===== src/rtl/led_scan_sequencer_if.sv =====
// led_scan_sequencer_if -- control/status bundle for the LED scan sequencer.
//   start  : one-cycle request to begin or restart a scan
//   stop   : one-cycle request to end the scan
//   pause  : level, freezes an active scan
//   dir    : start direction (0 = up from 0, 1 = down from 7), sampled on start
//   mode   : 0 = wrap, 1 = bounce, evaluated at every step
//   period : cycles per step minus one, evaluated every cycle
//   switch : LED index for the downstream 3-to-8 decoder
//   enable : decoder enable, 3'b100 = active, 3'b000 = blank
//   busy   : scan active (running or held)
//   step   : pulse with each new switch value
//   lap    : pulse with each wrap or bounce reversal
// master drives the controls; slave (the sequencer) drives the status.
interface led_scan_sequencer_if #(
  parameter int PRESCALE_W = 4
);
  logic                  start;
  logic                  stop;
  logic                  pause;
  logic                  dir;
  logic                  mode;
  logic [PRESCALE_W-1:0] period;
  logic [2:0]            switch;
  logic [2:0]            enable;
  logic                  busy;
  logic                  step;
  logic                  lap;

  modport master (
    output start, stop, pause, dir, mode, period,
    input  switch, enable, busy, step, lap
  );

  modport slave (
    input  start, stop, pause, dir, mode, period,
    output switch, enable, busy, step, lap
  );
endinterface


===== src/rtl/led_scan_sequencer.sv =====
// led_scan_sequencer -- walks a lit LED index across 8 positions.
// Ports:
//   clk : clock, all state on rising edge
//   rst : synchronous active-high reset
//   bus : led_scan_sequencer_if.slave (controls in, registered status out)
// A prescaler counts up to 'period'; each time it reaches it the index moves
// one place, wrapping (7<->0) or reversing at the ends (bounce). All outputs
// come straight from flops.
module led_scan_sequencer #(
  parameter int PRESCALE_W = 4
) (
  input  logic                clk,
  input  logic                rst,
  led_scan_sequencer_if.slave bus
);

  typedef enum logic [1:0] {
    S_IDLE = 2'd0,
    S_RUN  = 2'd1,
    S_HOLD = 2'd2
  } state_t;

  localparam logic [2:0] EN_ON  = 3'b100;
  localparam logic [2:0] EN_OFF = 3'b000;

  state_t                r_state, w_state_nxt;
  logic [2:0]            r_switch, w_switch_nxt;
  logic                  r_down, w_down_nxt;
  logic [PRESCALE_W-1:0] r_presc, w_presc_nxt;
  logic                  r_step, w_step_nxt;
  logic                  r_lap, w_lap_nxt;
  logic [2:0]            r_enable, w_enable_nxt;
  logic                  r_busy, w_busy_nxt;

  logic [2:0]            w_adv_idx;
  logic                  w_adv_down;
  logic                  w_adv_lap;
  logic                  w_tick;

  // '>=' rather than '==' so a period lowered below the running count
  // still fires on the next cycle instead of rolling all the way round.
  assign w_tick = (r_presc >= bus.period);

  // Index that one advance would produce from the current position.
  always_comb begin
    w_adv_idx  = r_switch;
    w_adv_down = r_down;
    w_adv_lap  = 1'b0;
    if (!r_down) begin
      if (r_switch == 3'd7) begin
        w_adv_lap = 1'b1;
        if (bus.mode) begin
          w_adv_idx  = 3'd6;
          w_adv_down = 1'b1;
        end else begin
          w_adv_idx  = 3'd0;
        end
      end else begin
        w_adv_idx = r_switch + 3'd1;
      end
    end else begin
      if (r_switch == 3'd0) begin
        w_adv_lap = 1'b1;
        if (bus.mode) begin
          w_adv_idx  = 3'd1;
          w_adv_down = 1'b0;
        end else begin
          w_adv_idx  = 3'd7;
        end
      end else begin
        w_adv_idx = r_switch - 3'd1;
      end
    end
  end

  // State register plus the registered outputs/datapath.
  always_ff @(posedge clk) begin
    if (rst) begin
      r_state  <= S_IDLE;
      r_switch <= 3'd0;
      r_down   <= 1'b0;
      r_presc  <= '0;
      r_step   <= 1'b0;
      r_lap    <= 1'b0;
      r_enable <= EN_OFF;
      r_busy   <= 1'b0;
    end else begin
      r_state  <= w_state_nxt;
      r_switch <= w_switch_nxt;
      r_down   <= w_down_nxt;
      r_presc  <= w_presc_nxt;
      r_step   <= w_step_nxt;
      r_lap    <= w_lap_nxt;
      r_enable <= w_enable_nxt;
      r_busy   <= w_busy_nxt;
    end
  end

  // Next state: stop beats start beats pause.
  always_comb begin
    w_state_nxt = r_state;
    if (bus.stop) begin
      w_state_nxt = S_IDLE;
    end else if (bus.start) begin
      w_state_nxt = S_RUN;
    end else begin
      case (r_state)
        S_RUN:   if (bus.pause)  w_state_nxt = S_HOLD;
        S_HOLD:  if (!bus.pause) w_state_nxt = S_RUN;
        default: w_state_nxt = r_state;
      endcase
    end
  end

  // Next values for the registered outputs and scan datapath.
  always_comb begin
    w_switch_nxt = r_switch;
    w_down_nxt   = r_down;
    w_presc_nxt  = r_presc;
    w_step_nxt   = 1'b0;
    w_lap_nxt    = 1'b0;
    w_enable_nxt = (w_state_nxt == S_IDLE) ? EN_OFF : EN_ON;
    w_busy_nxt   = (w_state_nxt != S_IDLE);
    if (bus.stop) begin
      // switch keeps its last value so the display can be read back
      w_presc_nxt = '0;
    end else if (bus.start) begin
      w_switch_nxt = bus.dir ? 3'd7 : 3'd0;
      w_down_nxt   = bus.dir;
      w_presc_nxt  = '0;
    end else begin
      case (r_state)
        S_IDLE: w_presc_nxt = '0;
        S_RUN: begin
          // the cycle that enters HOLD is already frozen
          if (!bus.pause) begin
            if (w_tick) begin
              w_presc_nxt  = '0;
              w_switch_nxt = w_adv_idx;
              w_down_nxt   = w_adv_down;
              w_step_nxt   = 1'b1;
              w_lap_nxt    = w_adv_lap;
            end else begin
              w_presc_nxt = r_presc + PRESCALE_W'(1);
            end
          end
        end
        default: ;  // HOLD: everything frozen
      endcase
    end
  end

  assign bus.switch = r_switch;
  assign bus.enable = r_enable;
  assign bus.busy   = r_busy;
  assign bus.step   = r_step;
  assign bus.lap    = r_lap;

endmodule

===== src/flat_wrapper.sv =====
// flat-port wrapper written by rule: the top's interface ports become plain ports
module led_scan_sequencer_flat 
#(
  parameter int PRESCALE_W = 4
)
  (clk, rst, bus_start, bus_stop, bus_pause, bus_dir, bus_mode, bus_period, bus_switch, bus_enable, bus_busy, bus_step, bus_lap);
  led_scan_sequencer_if #(.PRESCALE_W(PRESCALE_W)) bus_i ();
  input  logic clk;
  input  logic rst;
  input wire logic [$bits(bus_i.start)-1:0] bus_start;
  input wire logic [$bits(bus_i.stop)-1:0] bus_stop;
  input wire logic [$bits(bus_i.pause)-1:0] bus_pause;
  input wire logic [$bits(bus_i.dir)-1:0] bus_dir;
  input wire logic [$bits(bus_i.mode)-1:0] bus_mode;
  input wire logic [$bits(bus_i.period)-1:0] bus_period;
  output wire logic [$bits(bus_i.switch)-1:0] bus_switch;
  output wire logic [$bits(bus_i.enable)-1:0] bus_enable;
  output wire logic [$bits(bus_i.busy)-1:0] bus_busy;
  output wire logic [$bits(bus_i.step)-1:0] bus_step;
  output wire logic [$bits(bus_i.lap)-1:0] bus_lap;
  assign bus_i.start = bus_start;
  assign bus_i.stop = bus_stop;
  assign bus_i.pause = bus_pause;
  assign bus_i.dir = bus_dir;
  assign bus_i.mode = bus_mode;
  assign bus_i.period = bus_period;
  assign bus_switch = bus_i.switch;
  assign bus_enable = bus_i.enable;
  assign bus_busy = bus_i.busy;
  assign bus_step = bus_i.step;
  assign bus_lap = bus_i.lap;
  led_scan_sequencer #(.PRESCALE_W(PRESCALE_W)) u_core (.clk(clk), .rst(rst), .bus(bus_i));
endmodule

===== config.mk =====
export PLATFORM = sky130hd
export DESIGN_NAME = led_scan_sequencer_flat
export DESIGN_NICKNAME = d
export VERILOG_FILES = /design/src/rtl/led_scan_sequencer_if.sv /design/src/rtl/led_scan_sequencer.sv /design/src/flat_wrapper.sv
export SDC_FILE = /design/constraint.sdc
export NUM_CORES = 1
export LEC_CHECK = 0
export BUFFER_PORTS_ARGS = -buffer_cell sky130_fd_sc_hd__buf_2
export CAP_MARGIN = 30
export CORE_MARGIN = 4
export CORE_UTILIZATION = 48
export CTS_CLUSTER_SIZE = 14
export DETAILED_ROUTE_END_ITERATION = 10
export PLACE_DENSITY = 0.84
export SLEW_MARGIN = 20
export SYNTH_ARGS = -nofsm -noshare
export SYNTH_HDL_FRONTEND = slang
export SYNTH_SLANG_ARGS = --single-unit

===== constraint.sdc =====
create_clock -name clk -period 1.6 [get_ports clk]
set_input_delay 0.08 -clock clk [delete_from_list [all_inputs] [get_ports clk]]
set_output_delay 0.08 -clock clk [all_outputs]
set_load 0.02 [all_outputs]

==> results.tsv, run 1 <==
metric	value	unit
most frequent cells in the layout	buf_2 (17), buf_4 (11), inv_1 (10), ha_4 (9), nor2_1 (8)	
Final Cycle Share	1.01	
fillers	144	
Worst Path Max Fanout	5	
Placed Cells	159	
grt total ovfl	0	
share of cells above drive strength 1	0.497	
Pins Over Slew Limit	0	
Die Wd	52.3	µm
Port Buffers	17	
final WL	2420	µm
Async SR Flop Fraction	0	
Pwr Total	740	µW
Synth top area share	0.276	
row count	15	
Clock Latency Late Sink	0.27	ns
Die Y	52.3	µm
crit end category	flop	
vias in the first global route	930	
Final min period	1.62	ns
final clock skew	0.00234	ns
CTS Buf Count	3	
Root Driver	clkbuf_4	
Final Core Density	0.749	
top cells by area, synth	dfxtp_1 (28%), ha_1 (16%), inv_1 (5.2%), mux2i_1 (4.2%), nor2_1 (3.6%)	
via count	900	
CTS Sinks	13	
Setup Total Neg Slack	-0.0230	ns
Synth-to-Final Area Change	43.0	%
achievable clock frequency	0.616	GHz
type of the worst setup path	reg -> reg	
status	finished with violations	
layout net count	167	
Cells after Synth	114	
final setup vio count	1	
post-route ant nets	0	
Tightest Hold Check Type	in -> reg	
core area	1800	µm²
gr busiest metal	met2	
Mapped Avg Cell Area	8.28	µm²
FF+latch count, synth	13	
pwr dens	548	nW/µm²
Required @ worst endpoint	1.76	ns
register area share after synthesis	0.276	
Clock Pin Slew Worst Setup and Hold Paths	0.08	ns
DR WL/cell	14.4	µm
Top FF cell, synth	dfxtp_1	
CTS max path bufs	2	
antenna violations before repair	0	
grt met2 use	0.349	
Synth cell types	35	
number of inserted diodes	0	
GRT Util Overall	0.187	
Worst IR Drop VDD	542	µV
dpl hpwl	1650	µm
die area	2740	µm²
worst endpoint data arrival time	1.78	ns
failing checks	negative setup slack	
leading area contributor after synthesis	dfxtp_1	
Post-synth EDFFs	0	
YS warnings	0	
CTS H-tree depth	1	
commonest non-fill, non-tap cell in the layout	buf_2	
met1 global-route usage	0.205	
area occupied by multi-input gates	772	µm²
initial core utilization	0.524	
first-pass GRT wire length	3850	µm
routing usage on met3	0.0427	
cts hold-fix bufs	0	
Critical Path Source Type	flop	
routed vias/inst	5.36	
leakage	0.566	nW
TritonCTS clock tree	yes	
final hold violation count	0	
I/O pins	20	
Placer Congestion	0.740	
drt first-iter violations	24	
Non-Filler Instances	168	
drt pass-1 iters	4	
drt drc	0	
max cap viols	0	
Mapped Area	943	µm²
RSZ-0062 raised after global routing	yes	
flip-flop and latch area	275	µm²
worst setup margin	-0.0230	ns
largest net degree at the start of global routing	10	
-- cells in the mapped netlist, drive strengths merged (2+ instances only) --
master and count:
nor3 6, ha 12, nand2b 2, a2111oi 2
dfxtp 13, nand2 6, nor2b 4, nor2 9
buf 6, mux2i 4, nand3 2, o21ai 6
a21oi 8, a22oi 2, nor4 2, o211ai 3
inv 13, or2 2
-- critical path: stages (launching register included) --
cell and delay (ns):
dfxtp_2 0.34, ha_4 0.26, o211ai_1 0.11, o211ai_1 0.24, o211ai_2 0.21, a2111oi_2 0.35
-- worst paths after layout --
kind / depth (start not counted) / end / slack [ns] / start
max reg2reg: 5 / u_core.bus.switch[1] / -0.02 / u_core.r_presc[3]
min: 2 / u_core.r_down / 0.06 / rst
max: 5 / u_core.bus.switch[1] / -0.02 / u_core.r_presc[3]
min reg2reg: 2 / u_core.bus.switch[2] / 0.55 / u_core.bus.switch[2]
-- power breakdown --
group / switching, mW / internal (mW)
Sequential: 0.0137 / 0.331
Combinational: 0.101 / 0.0912
Clock: 0.106 / 0.0967
Total: 0.221 / 0.519
-- what timing repair did --
| action | in CTS | in global routing |
|---|---|---|
| endpoints found under the setup margin | 5 | 10 |
| pin swaps | 8 | 9 |
| resized for setup | 13 | 22 |
| buffers inserted | 4 | 1 |
-- area by class of cell --
class,count,share of cell area
timing repair buffer,30,0.141
tap,25,0.0232
multi-input combinational,83,0.572
inverter,13,0.0399
clock buffer,4,0.0195
sequential,13,0.204
-- registers in the layout (all words and copies together), names as in the netlist --
name,cells
u_core.bus.step,1
u_core.bus.switch,3
u_core.bus.enable,1
u_core.r_down,1
u_core.r_presc,4
u_core.r_state,2
u_core.bus.lap,1
-- cell families (layout without fill, tap and decap cells) --
kind of cell	after synthesis	after routing	share of synthesized area
muxes	5	5	0.0584
other	1	2	0.00397
AOI/OAI and AO/OA	27	27	0.206
buffers and inverters	19	47	0.0915
and+or+nand+nor	37	37	0.206
DFF	13	13	0.276
adders and majority gates	12	12	0.159
-- per-stage QoR --
| step | instance area [µm²] | hold WS [ns] | worst slack [ns] |
|---|---|---|---|
| floorplan | 973 | 0.140 | 0.0238 |
| global placement | 1110 | 0.337 | -0.0269 |
| detailed placement | 1110 | 0.346 | -0.130 |
| CTS | 1240 | 0.0517 | -0.0322 |
| global route | 1350 | 0.0712 | -0.0901 |
| finish | 1350 | 0.0610 | -0.0230 |
-- routing by layer --
layer	share of wire	vias to the layer above
met2	0.55	16
li1	-	453
met5	0	-
met4	0.012	0
met3	0.035	4
met1	0.40	427
No activity file was read; power rests on OpenSTA's default activity.
==> inputs of run 2 (changes only) <==
- RECOVER_POWER: default -> 50
==> run 2 against run 1 <==
  * The run still ends with negative setup slack left
  * Power down 0.12%
  * Sequential share of layout area up 0.095 points
  * Non-clock buffer count unchanged
  * Final area down 0.46%
  * Critical path depth unchanged
  * Clock skew unchanged
  * Sequential power about the same
  * Critical endpoint unchanged
==> results.tsv, run 2 (synthesis results as in run 1) <==
metric	value	unit
status	finished with violations	
failing checks	negative setup slack	
Setup Total Neg Slack	-0.0224	ns
Pins Over Slew Limit	0	
Logic pwr share	0.259	
Tightest Hold Check Type	in -> reg	
Crit Reg-Reg Startpoint	u_core.r_presc[3]	
Biggest register	u_core.r_presc	
core area	1800	µm²
via count	900	
Pwr Total	739	µW
worst setup margin	-0.0224	ns
drt first-iter violations	24	
post-route ant nets	0	
CTS Buf Count	3	
Placer Congestion	0.740	
Die Wd	52.3	µm
Pint	517	µW
Worst Setup SP	u_core.r_presc[3]	
Required @ worst endpoint	1.76	ns
Clk pwr share	0.275	
area occupied by multi-input gates	772	µm²
routed vias/inst	5.36	
Root Driver	clkbuf_4	
most frequent CP cell	o211ai_1	
achievable clock frequency	0.616	GHz
fillers	148	
Worst Path Max Fanout	5	
crit end category	flop	
drt pass-1 iters	4	
first-pass GRT wire length	3850	µm
dpl hpwl	1650	µm
Flop pwr share	0.466	
type of the worst setup path	reg -> reg	
commonest non-fill, non-tap cell in the layout	buf_2	
die area	2740	µm²
Largest delay share family, worst path	compound AO/OA/AOI/OAI gates	
Final Cycle Share	1.01	
vias in the first global route	930	
final WL	2430	µm
most frequent cells in the layout	buf_2 (12), buf_4 (11), inv_1 (10), ha_4 (9), nor2_1 (8)	
cts hold-fix bufs	0	
DR WL/cell	14.4	µm
I/O pins	20	
layout net count	167	
largest net degree at the start of global routing	10	
worst endpoint data arrival time	1.78	ns
GRT Util Overall	0.187	
Synth-to-Final Area Change	42.3	%
Final min period	1.62	ns
RSZ-0062 raised after global routing	yes	
max reg flops	4	
HP Start	rst	
Final Core Density	0.745	
final setup vio count	1	
share of cells above drive strength 1	0.462	
CTS H-tree depth	1	
drt drc	0	
Die Y	52.3	µm
CTS Sinks	13	
grt total ovfl	0	
CP peak stage delay	0.35	ns
Net Sw Power	221	µW
Sw Ratio	0.300	
CP bufs+invs	0	
initial core utilization	0.524	
Port Buffers	17	
number of inserted diodes	0	
final clock skew	0.00234	ns
pwr dens	550	nW/µm²
Clock Latency Late Sink	0.27	ns
Clock Pin Slew Worst Setup and Hold Paths	0.08	ns
Critical Path Source Type	flop	
row count	15	
CP max stage cell	a2111oi_2	
TritonCTS clock tree	yes	
Critical Path, Cell by Cell	ha_4 > o211ai_1 > o211ai_1 > o211ai_2 > a2111oi_2	
leakage	0.545	nW
antenna violations before repair	0	
Worst IR Drop VDD	542	µV
Fin Hold WS	0.0632	ns
max cap viols	0	
final hold violation count	0	
CTS max path bufs	2	
flip-flop and latch area	275	µm²
## run 2: changes by cell type in the layout (fill, tap and decap cells not counted), sizes merged
| cell | delta |
|---|---|
| buf | -5 |
| clkbuf | +5 |
## run 2: per-stage QoR
step / setup WS [ns] / instance area, µm² / instances
floorplan: 0.0238 / 973 / 115
global placement: -0.0269 / 1110 / 159
detailed placement: -0.130 / 1110 / 159
CTS: -0.0322 / 1240 / 167
global route: -0.0908 / 1340 / 168
finish: -0.0224 / 1340 / 168
## run 2: worst reg2reg max path, cell delays in order, from the launching register on
cell and delay [ns]:
dfxtp_2 0.34, ha_4 0.26, o211ai_1 0.11, o211ai_1 0.24, o211ai_2 0.21, a2111oi_2 0.35
## run 2: area by class of cell
type	instances	area share
clock buffers	4	0.0196
multi-input cells	83	0.575
repair buffers	30	0.137
flip-flops and latches	13	0.205
inverters	13	0.0401
well taps	25	0.0233
## run 2: power groups by stage
stage	Sequential (mW)	Clock [mW]	Combinational [mW]
floorplan	0.352	0	0.105
global placement	0.347	0	0.148
detailed placement	0.348	0	0.154
CTS	0.341	0.206	0.167
global route	0.346	0.234	0.212
finish	0.345	0.203	0.191
## run 2: final timing paths
kind                     endpoint  cells after the start  slack (ns)
max reg2reg  u_core.bus.switch[1]                      5       -0.02
max          u_core.bus.switch[1]                      5       -0.02
min                 u_core.r_down                      2        0.06
min reg2reg  u_core.bus.switch[2]                      2        0.55
## run 2: timing repair
action	4_1_cts	5_1_grt
buffers inserted	4	1
pin swaps	8	9
setup endpoints to repair	5	10
gates resized for setup	13	22
## run 2: per-layer routing
metal	track usage	up-vias	wire length, µm
met1	0.205	427	969
li1	-	453	-
met2	0.349	16	1340
met5	0	-	0
met4	0.0596	0	29
met3	0.0427	4	86
